--- config.mk ---
export PLATFORM = sky130hd
export DESIGN_NAME = ddr_axi_rw_arbiter
export DESIGN_NICKNAME = d
export VERILOG_FILES = /design/src/rtl/ddr_axi_pkg.sv /design/src/rtl/ddr_axi_watchdog.sv /design/src/rtl/ddr_axi_rw_arbiter.sv
export SDC_FILE = /design/constraint.sdc
export NUM_CORES = 1
export LEC_CHECK = 0
export ABC_AREA = 1
export ABC_CLOCK_PERIOD_IN_PS = 3300
export CELL_PAD_IN_SITES_DETAIL_PLACEMENT = 2
export CELL_PAD_IN_SITES_GLOBAL_PLACEMENT = 2
export CORE_MARGIN = 2
export CORE_UTILIZATION = 27
export CTS_BUF_LIST = sky130_fd_sc_hd__clkbuf_4
export DETAILED_ROUTE_END_ITERATION = 16
export PLACE_DENSITY = 0.95
export REMOVE_ABC_BUFFERS = 1
export SLEW_MARGIN = 20
export SYNTH_ARGS = -nofsm -noshare
export SYNTH_HDL_FRONTEND = slang
export SYNTH_SLANG_ARGS = --single-unit
--- constraint.sdc ---
create_clock -name axi_clk -period 3.3 [get_ports axi_clk]
set_input_delay 0.33 -clock axi_clk [delete_from_list [all_inputs] [get_ports axi_clk]]
set_output_delay 0.33 -clock axi_clk [all_outputs]
set_load 0.05 [all_outputs]
--- src/rtl/ddr_axi_pkg.sv ---
// Shared types and constants for the DDR AXI port-0 read/write arbiter.
package ddr_axi_pkg;

   typedef enum logic [2:0] {
      ST_IDLE,
      ST_ADDR,
      ST_WR_DATA,
      ST_WR_RESP,
      ST_RD_DATA
   } arb_state_e;

   localparam logic [2:0] ASIZE_128    = 3'b100;
   localparam logic [1:0] BURST_INCR   = 2'b01;
   localparam logic [1:0] ALOCK_NORMAL = 2'b00;
   localparam logic       ATYPE_WR     = 1'b1;
   localparam logic       ATYPE_RD     = 1'b0;
   localparam logic [7:0] DEF_WR_ID    = 8'h00;
   localparam logic [7:0] DEF_RD_ID    = 8'h01;

endpackage

--- src/rtl/ddr_axi_watchdog.sv ---
// No-progress watchdog: counts while a burst is in flight, expires after
// TIMEOUT_CYCLES quiet cycles and latches a sticky error.
module ddr_axi_watchdog
#(
   parameter int TIMEOUT_CYCLES = 4096
) (
   input  logic clk_i,
   input  logic rst_i,
   input  logic clr_i,
   output logic expire_o,
   output logic err_o
);

   localparam logic [15:0] LAST_CNT = 16'(TIMEOUT_CYCLES - 1);

   logic [15:0] cnt_q, cnt_d;
   logic        err_q;

   // A clearing handshake in the expiry cycle suppresses the expiry.
   assign expire_o = !clr_i && (cnt_q == LAST_CNT);
   assign err_o    = err_q;

   always_comb begin
      cnt_d = cnt_q + 16'd1;
      if (clr_i || expire_o)
         cnt_d = '0;
   end

   always_ff @(posedge clk_i or posedge rst_i) begin
      if (rst_i) begin
         cnt_q <= '0;
         err_q <= 1'b0;
      end else begin
         cnt_q <= cnt_d;
         if (expire_o)
            err_q <= 1'b1;
      end
   end

endmodule

--- src/rtl/ddr_axi_rw_arbiter.sv ---
// Shares DDR AXI port 0 between the camera write path and the LCD read path;
// one burst outstanding, tracked to completion on W/B or R.
module ddr_axi_rw_arbiter
   import ddr_axi_pkg::*;
#(
   parameter int         TIMEOUT_CYCLES = 4096,
   parameter logic [7:0] WR_ID          = DEF_WR_ID,
   parameter logic [7:0] RD_ID          = DEF_RD_ID
) (
   input  logic        axi_clk,
   input  logic        axi_reset,
   input  logic        wr_req,
   input  logic        rd_req,
   input  logic [31:0] wr_addr,
   input  logic [31:0] rd_addr,
   input  logic [7:0]  wr_len,
   input  logic [7:0]  rd_len,
   input  logic        rd_urgent,
   output logic        wr_grant,
   output logic        rd_grant,
   output logic        wr_done,
   output logic        rd_done,
   output logic        wr_active,
   output logic        rd_active,
   output logic [7:0]  axi_aid,
   output logic [31:0] axi_aaddr,
   output logic [7:0]  axi_alen,
   output logic [2:0]  axi_asize,
   output logic [1:0]  axi_aburst,
   output logic [1:0]  axi_alock,
   output logic        axi_avalid,
   input  logic        axi_aready,
   output logic        axi_atype,
   input  logic        axi_wvalid,
   input  logic        axi_wready,
   input  logic        axi_wlast,
   input  logic        axi_bvalid,
   input  logic        axi_bready,
   input  logic        axi_rvalid,
   input  logic        axi_rready,
   input  logic        axi_rlast,
   output logic        timeout_err
);

   arb_state_e  state_q;
   logic        avalid_q, atype_q, last_wr_q, wlast_seen_q;
   logic        wr_grant_q, rd_grant_q, wr_done_q, rd_done_q;
   logic        wr_active_q, rd_active_q;
   logic [7:0]  aid_q, alen_q;
   logic [31:0] aaddr_q;

   logic a_hs, w_hs, wlast_hs, b_hs, r_hs, rlast_hs, any_hs;
   logic wd_clr, wd_expire;
   logic pick_any, pick_rd;

   assign a_hs     = avalid_q & axi_aready;
   assign w_hs     = axi_wvalid & axi_wready;
   assign wlast_hs = w_hs & axi_wlast;
   assign b_hs     = axi_bvalid & axi_bready;
   assign r_hs     = axi_rvalid & axi_rready;
   assign rlast_hs = r_hs & axi_rlast;
   assign any_hs   = a_hs | w_hs | b_hs | r_hs;
   assign wd_clr   = (state_q == ST_IDLE) | any_hs;

   // Urgent reads pre-empt; otherwise a contested cycle goes to the side not served last.
   assign pick_any = wr_req | rd_req;
   always_comb begin
      pick_rd = rd_req;
      if (rd_req && rd_urgent)
         pick_rd = 1'b1;
      else if (rd_req && wr_req)
         pick_rd = last_wr_q;
   end

   ddr_axi_watchdog #(.TIMEOUT_CYCLES(TIMEOUT_CYCLES)) u_wd (
      .clk_i    (axi_clk),
      .rst_i    (axi_reset),
      .clr_i    (wd_clr),
      .expire_o (wd_expire),
      .err_o    (timeout_err)
   );

   always_ff @(posedge axi_clk or posedge axi_reset) begin
      if (axi_reset) begin
         state_q      <= ST_IDLE;
         avalid_q     <= 1'b0;
         atype_q      <= ATYPE_RD;
         aid_q        <= '0;
         aaddr_q      <= '0;
         alen_q       <= '0;
         last_wr_q    <= 1'b1;
         wlast_seen_q <= 1'b0;
         wr_grant_q   <= 1'b0;
         rd_grant_q   <= 1'b0;
         wr_done_q    <= 1'b0;
         rd_done_q    <= 1'b0;
         wr_active_q  <= 1'b0;
         rd_active_q  <= 1'b0;
      end else begin
         wr_grant_q <= 1'b0;
         rd_grant_q <= 1'b0;
         wr_done_q  <= 1'b0;
         rd_done_q  <= 1'b0;
         // Write data may lead the address, so wlast is remembered from ADDR onward.
         if (wlast_hs && (state_q == ST_ADDR || state_q == ST_WR_DATA))
            wlast_seen_q <= 1'b1;
         if (wd_expire) begin
            state_q      <= ST_IDLE;
            avalid_q     <= 1'b0;
            wr_active_q  <= 1'b0;
            rd_active_q  <= 1'b0;
            wlast_seen_q <= 1'b0;
         end else begin
            case (state_q)
               ST_IDLE: if (pick_any) begin
                  state_q     <= ST_ADDR;
                  avalid_q    <= 1'b1;
                  atype_q     <= pick_rd ? ATYPE_RD : ATYPE_WR;
                  aid_q       <= pick_rd ? RD_ID : WR_ID;
                  aaddr_q     <= pick_rd ? rd_addr : wr_addr;
                  alen_q      <= pick_rd ? rd_len : wr_len;
                  last_wr_q   <= !pick_rd;
                  wr_active_q <= !pick_rd;
                  rd_active_q <= pick_rd;
               end
               ST_ADDR: if (a_hs) begin
                  avalid_q <= 1'b0;
                  if (atype_q == ATYPE_WR) begin
                     wr_grant_q <= 1'b1;
                     state_q    <= (wlast_seen_q || wlast_hs) ? ST_WR_RESP : ST_WR_DATA;
                  end else begin
                     rd_grant_q <= 1'b1;
                     state_q    <= ST_RD_DATA;
                  end
               end
               ST_WR_DATA: if (wlast_hs)
                  state_q <= ST_WR_RESP;
               ST_WR_RESP: if (b_hs) begin
                  state_q      <= ST_IDLE;
                  wr_done_q    <= 1'b1;
                  wr_active_q  <= 1'b0;
                  wlast_seen_q <= 1'b0;
               end
               ST_RD_DATA: if (rlast_hs) begin
                  state_q      <= ST_IDLE;
                  rd_done_q    <= 1'b1;
                  rd_active_q  <= 1'b0;
                  wlast_seen_q <= 1'b0;
               end
               default: state_q <= ST_IDLE;
            endcase
         end
      end
   end

   assign wr_grant   = wr_grant_q;
   assign rd_grant   = rd_grant_q;
   assign wr_done    = wr_done_q;
   assign rd_done    = rd_done_q;
   assign wr_active  = wr_active_q;
   assign rd_active  = rd_active_q;
   assign axi_aid    = aid_q;
   assign axi_aaddr  = aaddr_q;
   assign axi_alen   = alen_q;
   assign axi_avalid = avalid_q;
   assign axi_atype  = atype_q;
   assign axi_asize  = ASIZE_128;
   assign axi_aburst = BURST_INCR;
   assign axi_alock  = ALOCK_NORMAL;

endmodule

---- Word-level counts from Yosys, hierarchy flattened ----
Cells that the tools add are included.
storage, ports and cells
  input bits .............................. 94
  output and inout bits ................... 64
  bits in registers ....................... 78
  word-level logic and storage cells ...... 104
operators by class
  bitwise operators ....................... 12
  add/subtract/negate cells ............... 1
  equality and inequality tests ........... 10
  reductions and logical operators ........ 18
  multiplexer cells ....................... 47
operator list
  cell                                                    number
  2-to-1 mux 1 bit                                        32
  2-to-1 mux 32 bit                                       1
  2-to-1 mux 3 bit                                        7
  adder 16 x 1 -> 16 bit (second input constant)          1
  equality test 16 x 12 -> 1 bit (second input constant)  1
  2-to-1 mux 16 bit                                       1
  inequality test 3 x 2 -> 1 bit (second input constant)  5
  case mux 3 bit (5 select lines)                         1
  AND reduction 3 bit                                     4
  nonzero test 3 bit                                      3
  2-to-1 mux 8 bit                                        1
  case mux 1 bit (2 select lines)                         4
  bitwise AND 1 bit                                       6
  equality test 3 x 2 -> 1 bit (second input constant)    2
  bitwise OR 1 bit                                        5
  AND reduction 5 bit                                     1
  logical AND 1 bit                                       4
  equality test 3 x 1 -> 1 bit (second input constant)    1
  equality test 3 bit (second input constant)             1
  logical NOT 3 bit                                       1
  logical OR 1 bit                                        3
  logical NOT 1 bit                                       2
  NOT 1 bit                                               1

---- Depth between registers and ports, before layout ----
  depth in word-level cells ............... 9
  mapped depth ............................ 10
  gate-level depth less buffers ........... 10

---- Hierarchy ----
From an unflattened synthesis, not the netlist that was laid out.
unflattened totals
  cells, all modules ...................... 452
  area total of the unflattened synthesis .. 3603.5 µm²
by module, submodules not included
  module              instances  cells each  area an instance (µm²)  seq. area each (µm²)
  ddr_axi_rw_arbiter  1          334         2631.3                  1352.5
  ddr_axi_watchdog    1          118         972.2                   425.4

---- Least setup slack after synthesis ----
No wires, ideal clock.
  path kind ............................... register to register
  start ................................... reg avalid_q, in the netlist axi_avalid
  end ..................................... reg u_wd.err_q, in the netlist u_wd.err_o
  clock period less this slack ............ 1541 ps
  path slack .............................. 1759 ps
  buffers on the path ..................... 0
  library setup time ...................... 124 ps
  stages on the path, launching flop included .. 9
  arrival time ............................ 1417 ps
  required time ........................... 3176 ps
  cell sequence ........................... dfrtp_1 > nand2_1 > nand2_1 > inv_1 > nand2_2 > nor2_4 > nand2_2 > inv_1 > or2_1
on the way
  longest elaborated chain between the ends .. 7
ends and longest elaborated chain
  what                            RTL line                   text
  from (decl)                     ddr_axi_rw_arbiter.sv:46   logic avalid_q, atype_q, last_wr_q, wlast_seen_q;
  from (signal assigned)          ddr_axi_rw_arbiter.sv:86   avalid_q <= 1'b0;
  from (signal assigned)          ddr_axi_rw_arbiter.sv:109  avalid_q <= 1'b0;
  from (signal assigned)          ddr_axi_rw_arbiter.sv:117  avalid_q <= 1'b1;
  bitwise AND 1 bit               ddr_axi_rw_arbiter.sv:56   assign a_hs = avalid_q & axi_aready;
  bitwise OR 1 bit (3 in series)  ddr_axi_rw_arbiter.sv:62   assign any_hs = a_hs | w_hs | b_hs | r_hs;
  bitwise OR 1 bit                ddr_axi_rw_arbiter.sv:63   assign wd_clr = (state_q == ST_IDLE) | any_hs;
  logical NOT 1 bit               ddr_axi_watchdog.sv:20     assign expire_o = !clr_i && (cnt_q == LAST_CNT);
  logical AND 1 bit               ddr_axi_watchdog.sv:20
  to (signal assigned)            ddr_axi_watchdog.sv:32     err_q <= 1'b0;
  to (signal assigned)            ddr_axi_watchdog.sv:36     err_q <= 1'b1;
  to (decl)                       ddr_axi_watchdog.sv:17     logic err_q;
Every way passes these cells.
A chain may end at the register's enable or synchronous reset.

---- Final worst setup path ----
  start ................................... reg alen_q[0], in the netlist axi_alen[0]
  end ..................................... out axi_alen[0]
RTL lines
  what                    RTL line                   text
  from (decl)             ddr_axi_rw_arbiter.sv:49   logic [7:0] aid_q, alen_q;
  from (signal assigned)  ddr_axi_rw_arbiter.sv:121  alen_q <= pick_rd ? rd_len : wr_len;
  to (decl)               ddr_axi_rw_arbiter.sv:27   output logic [7:0] axi_alen,
No word-level cell between the ends.

==> impl_metrics.toml <==
[outcome]
status = "complete, no violations"

[clock_network]
cts_made_buffers = 9
clk_latency_ns = 0.44
clkSlewWorstSetupHoldPaths_ns = 0.12
htreeDepth = 3
cts_sinks = 71
cts_hold_buffers = 0
post-cts-setup-buffers = 0
cts_buffer_depth = 2
root_buffer = "clkbuf_4"
cts_tree = "yes"
cts_resized = 0

[place]
numPortBuffers = 143
gp_congestion = 0.817
dp_hpwl_mm = 10.2

[sta]
max_freq_mhz = 494
fin_crit_sh_pct = 61.3
finalSetupViolCount = 0
hold_violations = 0
skew_ns = 0.0159
maxSlewHeadroom_pct = 35.1
rsz0062_at_grt = "false"
slew_viol_final = 0
setup_tns_ns = 0
min_period_ns = 2.02
worst_pin_slew_ns = 0.971

[yosys]
ys_seq_elements = 71
synth_top_family_by_area = "simple AND/OR/NAND/NOR gates"
synth-simple-area-share_pct = 23.8
synth_area_mm2 = 0.00386
ys_warn_count = 0
async_flop_share_pct = 100
synthAdderAreaFrac_pct = 0.324
synthFlopType = "dfrtp_1"
synth.avg_cell_area_um2 = 8.61
ys_seq_area_share_pct = 46.0
synthMuxAreaShare_pct = 0
synth_compound_area_share_pct = 16.2
synth_enable_flop_cells = 0
ys_types = 33
synthXorXnorAreaFrac_pct = 0.907
synthCells = 449

[final_layout]
seq_area_mm2 = 0.00178
drive_gt1_share_pct = 12.8
multi_input_area_mm2 = 0.00166
area_growth_pct = 44.0
antenna_cells = 0
fill_cells = 1551
final_util_pct = 39.9
nets = 682

[setup_path]
end_kind = "output port"
worst_path_max_delay_cell = "clkdlybuf4s50_1"
cp.buffers_inverters = 1
regToRegStartpoint = "u_wd.cnt_q[0]"
worst_setup_path_start_kind = "flip-flop"
r2r-end = "u_wd.cnt_q[3]"
r2r_cells = 8
slowest_delay_ns = 0.84
crit_family = "buffers and inverters"
critPathKind = "flip-flop to output port"
rrSetupSlack_ns = 1.28
cp_cell_sequence = "clkdlybuf4s50_1"
worstPathRequired_ns = 2.97
path_max_fanout = 2
cp_data_arrival_time_ns = 1.69

[global_route]
antenna_found_initial = 0
grt_max_degree = 72
grt_pass1_wl_mm = 21.5
grt_pass1_vias = 4205
globalRouteTotalUtil_pct = 18.4
gr-total-overflow = 0

[drt]
num_vias = 3641
drc = 0
final_antenna_net_count = 0
avgViaCountPerCell = 4.72
drt_iter0_markers = 118
firstDrtPassIters = 4
drt_wl_total_mm = 13.4
wl_per_cell_um = 17.3

[floorplan]
start_util_pct = 27.7
core-area_mm2 = 0.0139
die_x_um = 124
die-area_mm2 = 0.0153
num_rows = 43
pin_count = 158
die_y_um = 124

[power_and_ir_drop]
p_leak_nw = 2.62
p_per_area_mw_per_mm2 = 886
vdd_drop_max_mv = 0.457
total_power_mw = 4.93

[job]
maxCapViolCount = 0

[min_path]
hp-class = "input pin to async pin"
-- cell type report --
class	instances	share of cell area (%)
Clock buffer	10	1.35
Multi-Input combinational cell	286	29.8
Tap cell	180	4.05
Inverter	73	4.92
Clock inverter	6	1.53
Sequential cell	71	32.0
Timing Repair Buffer	146	26.4
-- synth_stat cells (4+ instances only) --
cell type	count	area [µm²]
o211ai_2	38	475
dfrtp_1	70	1750
buf_4	14	105
nand2_1	96	360
buf_6	4	45.0
nor2_1	31	116
buf_2	10	50.1
a21oi_1	9	45.0
o21ai_0	9	45.0
nand2_2	4	25.0
inv_1	71	267
nand3_1	56	280
-- report_power, final --
part           internal, mW  switching [mW]
registers              1.18           0.214
logic                 0.969            1.91
clock network         0.313           0.348
-- sequential cells by signal, indices dropped and copies added, names as in the netlist, 3 cells and up --
name / flops
state_q: 3
axi_alen: 8
axi_aaddr: 32
u_wd.cnt_q: 16
-- cells by family after synthesis --
group	count (synthesis)
AOI/OAI and AO/OA	63
adders and majority gates	1
xor gates and xnor gates	4
and+or+nand+nor	204
buffers and inverters	104
DFF	71
other	2
-- stage by stage --
step	setup slack (ns)	instance area [µm²]	hold WS [ns]	cells
floorplan	0.829	3700	0.433	430
global placement	0.969	5400	0.451	756
detailed placement	0.883	5400	0.460	756
CTS	1.24	5560	0.297	772
global route	1.09	5560	0.321	772
finish	1.28	5560	0.279	772
-- layer usage --
| layer | global-route usage [%] | part of all wire, % | vias to the layer above |
|---|---|---|---|
| met4 | 5.68 | 1.6 | 0 |
| met2 | 33.5 | 53 | 116 |
| li1 | - | - | 1692 |
| met1 | 20.0 | 38 | 1814 |
| met3 | 6.23 | 7.6 | 19 |
| met5 | 0 | 0 | - |
-- placed cells by master, fill, tap and decap left out, types with 2 or more instances in the layout --
cell | synthesis | layout
nor3b_1 | 2 | 2
o211ai_2 | 38 | 38
nand4_1 | 3 | 3
clkbuf_4 | 0 | 10
inv_1 | 71 | 70
inv_2 | 2 | 3
nor3_1 | 3 | 3
nand3_1 | 56 | 56
buf_4 | 14 | 2
o21ai_0 | 9 | 9
nor2_4 | 3 | 4
conb_1 | 2 | 14
xor2_1 | 3 | 3
nor2_2 | 2 | 2
nand2_2 | 4 | 4
clkdlybuf4s50_1 | 0 | 143
nand2_1 | 96 | 96
a21oi_1 | 9 | 9
dfrtp_1 | 70 | 70
bufinv_16 | 0 | 2
nor2_1 | 31 | 30
o211ai_1 | 2 | 2
-- worst max-delay path by stage --
stage                       start       endpoint  cells after the start
finish                axi_alen[0]    axi_alen[0]                      1
detailed placement         rd_req  axi_aaddr[15]                      6
global route        u_wd.cnt_q[0]  u_wd.cnt_q[3]                      8
CTS                 u_wd.cnt_q[0]  u_wd.cnt_q[3]                      8
global placement           rd_req  axi_aaddr[16]                      6
floorplan               last_wr_q      axi_atype                      3
Power figures use the tool's default switching activity.
